--- src/rtl/alu_share_arbiter.sv ---
// Round-robin arbiter sharing one combinational ALU between two requesters.
// Operands are registered toward the ALU and the result is captured and returned per requester.
module alu_share_arbiter #(
   parameter int DATA_WIDTH   = 8,
   parameter int OPCODE_WIDTH = 4
) (
   input  logic                    clk_in,
   input  logic                    rst_in,
   input  logic [1:0]              req_valid_in,
   output logic [1:0]              req_ready_out,
   input  logic [OPCODE_WIDTH-1:0] req0_opcode_in,
   input  logic [DATA_WIDTH-1:0]   req0_a_in,
   input  logic [DATA_WIDTH-1:0]   req0_b_in,
   input  logic [OPCODE_WIDTH-1:0] req1_opcode_in,
   input  logic [DATA_WIDTH-1:0]   req1_a_in,
   input  logic [DATA_WIDTH-1:0]   req1_b_in,
   output logic [1:0]              resp_valid_out,
   input  logic [1:0]              resp_ready_in,
   output logic [DATA_WIDTH:0]     resp_data_out,
   output logic [OPCODE_WIDTH-1:0] alu_opcode_out,
   output logic [DATA_WIDTH-1:0]   alu_a_out,
   output logic [DATA_WIDTH-1:0]   alu_b_out,
   input  logic [DATA_WIDTH:0]     alu_result_in,
   output logic                    busy_out,
   output logic                    grant_id_out
);

   // state | meaning
   // IDLE  | waiting for a request; req_ready_out asserted toward the selected requester
   // EXEC  | ALU inputs registered; result captured at the next edge
   // RESP  | result presented to the granted requester until it is consumed
   typedef enum logic [1:0] {IDLE = 2'd0, EXEC = 2'd1, RESP = 2'd2} state_t;

   state_t                  state_q, state_d;
   logic                    last_grant_q, last_grant_d;
   logic                    grant_q, grant_d;
   logic [OPCODE_WIDTH-1:0] alu_op_q, alu_op_d;
   logic [DATA_WIDTH-1:0]   alu_a_q, alu_a_d;
   logic [DATA_WIDTH-1:0]   alu_b_q, alu_b_d;
   logic [DATA_WIDTH:0]     resp_data_q, resp_data_d;
   logic [1:0]              resp_valid_q, resp_valid_d;
   logic                    sel;

   // Requester 1 wins if it is alone, or if both are valid and requester 0 was last served
   assign sel = req_valid_in[1] & (~req_valid_in[0] | ~last_grant_q);

   always_comb begin
      state_d       = state_q;
      last_grant_d  = last_grant_q;
      grant_d       = grant_q;
      alu_op_d      = alu_op_q;
      alu_a_d       = alu_a_q;
      alu_b_d       = alu_b_q;
      resp_data_d   = resp_data_q;
      resp_valid_d  = resp_valid_q;
      req_ready_out = 2'b00;
      case (state_q)
         IDLE: begin
            if (|req_valid_in) begin
               req_ready_out = sel ? 2'b10 : 2'b01;
               grant_d       = sel;
               alu_op_d      = sel ? req1_opcode_in : req0_opcode_in;
               alu_a_d       = sel ? req1_a_in : req0_a_in;
               alu_b_d       = sel ? req1_b_in : req0_b_in;
               state_d       = EXEC;
            end
         end
         EXEC: begin
            resp_data_d  = alu_result_in;
            resp_valid_d = grant_q ? 2'b10 : 2'b01;
            state_d      = RESP;
         end
         RESP: begin
            if (resp_ready_in[grant_q]) begin
               last_grant_d = grant_q;
               resp_valid_d = 2'b00;
               state_d      = IDLE;
            end
         end
         default: begin
            resp_valid_d = 2'b00;
            state_d      = IDLE;
         end
      endcase
   end

   always_ff @(posedge clk_in) begin
      if (rst_in) begin
         state_q      <= IDLE;
         last_grant_q <= 1'b1;
         grant_q      <= 1'b0;
         alu_op_q     <= '0;
         alu_a_q      <= '0;
         alu_b_q      <= '0;
         resp_data_q  <= '0;
         resp_valid_q <= 2'b00;
      end else begin
         state_q      <= state_d;
         last_grant_q <= last_grant_d;
         grant_q      <= grant_d;
         alu_op_q     <= alu_op_d;
         alu_a_q      <= alu_a_d;
         alu_b_q      <= alu_b_d;
         resp_data_q  <= resp_data_d;
         resp_valid_q <= resp_valid_d;
      end
   end

   assign resp_valid_out = resp_valid_q;
   assign resp_data_out  = resp_data_q;
   assign alu_opcode_out = alu_op_q;
   assign alu_a_out      = alu_a_q;
   assign alu_b_out      = alu_b_q;
   assign grant_id_out   = grant_q;
   assign busy_out       = (state_q != IDLE);

endmodule

--- config.mk ---
export PLATFORM = sky130hd
export DESIGN_NAME = alu_share_arbiter
export DESIGN_NICKNAME = d
export VERILOG_FILES = /design/src/rtl/alu_share_arbiter.sv
export SDC_FILE = /design/constraint.sdc
export NUM_CORES = 1
export LEC_CHECK = 0
export BUFFER_PORTS_ARGS = -buffer_cell sky130_fd_sc_hd__buf_2
export CORE_AREA = 10 10 84 68
export DETAILED_ROUTE_END_ITERATION = 8
export DIE_AREA = 0 0 94 78
export PLACE_DENSITY = 0.82
export SKIP_CTS_REPAIR_TIMING = 1
export SLEW_MARGIN = 0
export SYNTH_ARGS = -nofsm -noshare
export SYNTH_HDL_FRONTEND = slang
export SYNTH_SLANG_ARGS = --single-unit
--- constraint.sdc ---
create_clock -name clk_in -period 1.54 [get_ports clk_in]
set_input_delay 0.462 -clock clk_in [delete_from_list [all_inputs] [get_ports clk_in]]
set_output_delay 0.462 -clock clk_in [all_outputs]
set_load 0.02 [all_outputs]
==> qor.txt <==
Hold Fails Final Rpt: 0
switching pwr: 0.788 mW
IO buf count: 89
initial antenna violation count: 0
skew final: 0.00562 ns
final-stage net count: 335
Hold Crit Class: primary input to flip-flop
Yosys top cell area share: 44.3%
Pre-antenna DRT Iters: 4
clock share of power: 33.0%
CP Launch Type: flip-flop
Core Area: 4200 um2
max cap viols: 0
Die W: 94 um
via count of the routed design: 1,708
crit path max fanout: 5
Fill cells: 393
post-synthesis sequential area ratio: 44.3%
Die H: 78 um
number of global-route vias before repair: 1,808
Clock Tree Buf Depth: 2
clock sink total: 35
post-layout total power: 2.61 mW
Hold WS: 0.401 ns
final setup margin: -0.0972 ns
Pint: 1.82 mW
clk_lat worst skew: 0.29 ns
post-synth cell types: 26
CTS buffer count: 5
IO Pins: 90
final wirelength: 5.20 mm
CTS clk-pin slew, worst paths: 0.07 ns
fin crit period: 1.64 ns
TritonCTS clock tree: yes
syn nets: 236
relative slew slack: 57.5%
post-route ant nets: 0
Peak VDD IR: 0.634 mV
die area: 7330 um2
failing checks: negative setup slack
Initial DRC Count: 84
outcome: finished, violations left
final slew viol count: 0
CTS Root Cell: clkbuf_8
htree depth: 2
Seq pwr share: 39.8%
Gate power share: 27.2%
Cell Area, Synth: 1580 um2
register area: 704 um2
syn_area_per_cell: 8.73 um2
crit path kind: flip-flop to primary output
hpwl dp: 3.96 mm
crit end category: primary output
Inserted Diodes: 0
Switching Fraction: 30.2%
measured slew at the worst slew-check pin: 0.637 ns
synth warn: 0
WP data required: 1.08 ns
Via-to-Cell Ratio: 5.05
gpl congestion: 0.765
Multi-input gate area: 802 um2
f_max: 0.611 GHz
DR WL/cell: 15.4 um
synth top area cells: dfxtp_1 44%, a21oi_1 7.6%, mux2i_1 7.6%
Mapped Cells: 181
DRC Markers: 0
Layout Area Growth over Synthesis: 48.4%
largest net degree at the start of global routing: 19
crit path DAT: 1.18 ns
Final setup violation count: 3
Pleak: 1.08 nW
Yosys top cell by area: dfxtp_1
layout cell share with drive strength beyond 1: 48.4%
Total GRT Usage: 14.0%
power density cells: 1110 nW/um2
synthesized flop and latch total: 35
Final period util: 106%
first-pass GRT wire length: 8.36 mm
RSZ-0062 raised after global routing: yes
floorplan row count: 21
effective utilization at floorplan: 37.6%
gr ovfl total: 0
## power groups by stage
stage | Sequential (mW) | Clock (mW) | Combinational, mW
6_report | 1.04 | 0.862 | 0.710
5_1_grt | 1.05 | 0.919 | 0.772
4_1_cts | 1.03 | 0.872 | 0.657
3_5_place_dp | 1.05 | 0 | 0.656
3_3_place_gp | 1.05 | 0 | 0.643
2_1_floorplan | 1.15 | 0 | 0.305
## final timing paths
check	end	from	depth (start not counted)	slack (ns)
worst max-delay path	req_ready_out[1]	state_q[0]	6	-0.1
worst min-delay path	resp_data_out[8]	alu_result_in[8]	3	0.40
worst max register to register	alu_b_out[1]	state_q[0]	5	0.12
worst min register to register	resp_data_out[7]	resp_data_out[7]	2	0.45
## cell usage in the layout (no fill, tap or decap), types with 2 or more instances in the layout
master and n:
buf_2 86, dfxtp_1 32, a21oi_1 24, nand2_1 21
buf_4 17, mux2i_1 12, o21ai_1 10, a31oi_1 10
nand3_1 9, nand4_1 9, a211oi_2 9, clkbuf_8 6
nand2b_1 5, buf_6 4, nor2_1 3, nor2b_1 3
dfxtp_2 3, inv_2 2, nor2_2 2, a211oi_1 2
## critical path, stage by stage, from the launching register on
cell and delay [ns]:
dfxtp_2 0.34, nor2_4 0.12, buf_6 0.12, buf_4 0.11, nand2_4 0.04, inv_2 0.05
buf_6 0.11
## state kept, by name (all words and copies together) (netlist names)
name            flops
alu_a_out           8
alu_opcode_out      4
resp_valid_out      2
alu_b_out           8
state_q             2
grant_id_out        1
last_grant_q        1
resp_data_out       9
## cells in the mapped netlist
cell       n
buf_2      7
inv_1      2
buf_1      2
clkbuf_1   6
buf_4      1
a211oi_2   9
nand4_1    9
o21ai_1   10
a21oi_1   24
a211oi_1   2
nor2_2     1
a31oi_1   10
o31ai_1    1
nand2_1   22
buf_6      1
nand2b_1   5
a21o_1     1
mux2i_1   12
nor2b_1    3
a21boi_4   1
nand3_1    9
inv_2      1
nor2_1     5
o21ai_0    1
dfxtp_1   35
or2_1      1
## layout make-up
| cell class | instances | share of cell area [%] |
|---|---|---|
| tap | 57 | 3.04 |
| multi-input combinational | 126 | 34.2 |
| sequential | 35 | 30.0 |
| timing repair buffer | 109 | 27.2 |
| clock inverter | 2 | 1.49 |
| inverter | 3 | 0.480 |
| clock buffer | 6 | 3.52 |
## logic make-up (layout without fill, tap and decap cells)
logic type,Yosys count,count (layout),synth area share [%]
and+or+nand+nor,55,55,16.8
DFF,35,35,44.3
buffers and inverters,20,120,6.02
muxes,12,12,7.60
AOI/OAI and AO/OA,59,59,25.3
## routing by layer
| metal | vias up | wire length [um] | global-route usage (%) |
|---|---|---|---|
| li1 | 845 | - | - |
| met1 | 799 | 2170 | 15.7 |
| met2 | 54 | 2580 | 23.7 |
| met3 | 10 | 390 | 5.67 |
| met4 | 0 | 63 | 4.09 |
| met5 | - | 0 | 0 |
## per-stage QoR
stage          area (um2)  instances  setup slack [ns]  setup TNS, ns  utilization (%)
2_1_floorplan        1590        181            0.0124              0                -
3_3_place_gp         2130        324            -0.180          -1.93             50.7
3_5_place_dp         2130        324            -0.236          -2.46             50.7
4_1_cts              2250        332            -0.265          -1.30             53.5
5_1_grt              2340        338            -0.147         -0.424             55.8
6_report             2340        338           -0.0972         -0.274             55.8
Power figures use the tool's default switching activity.
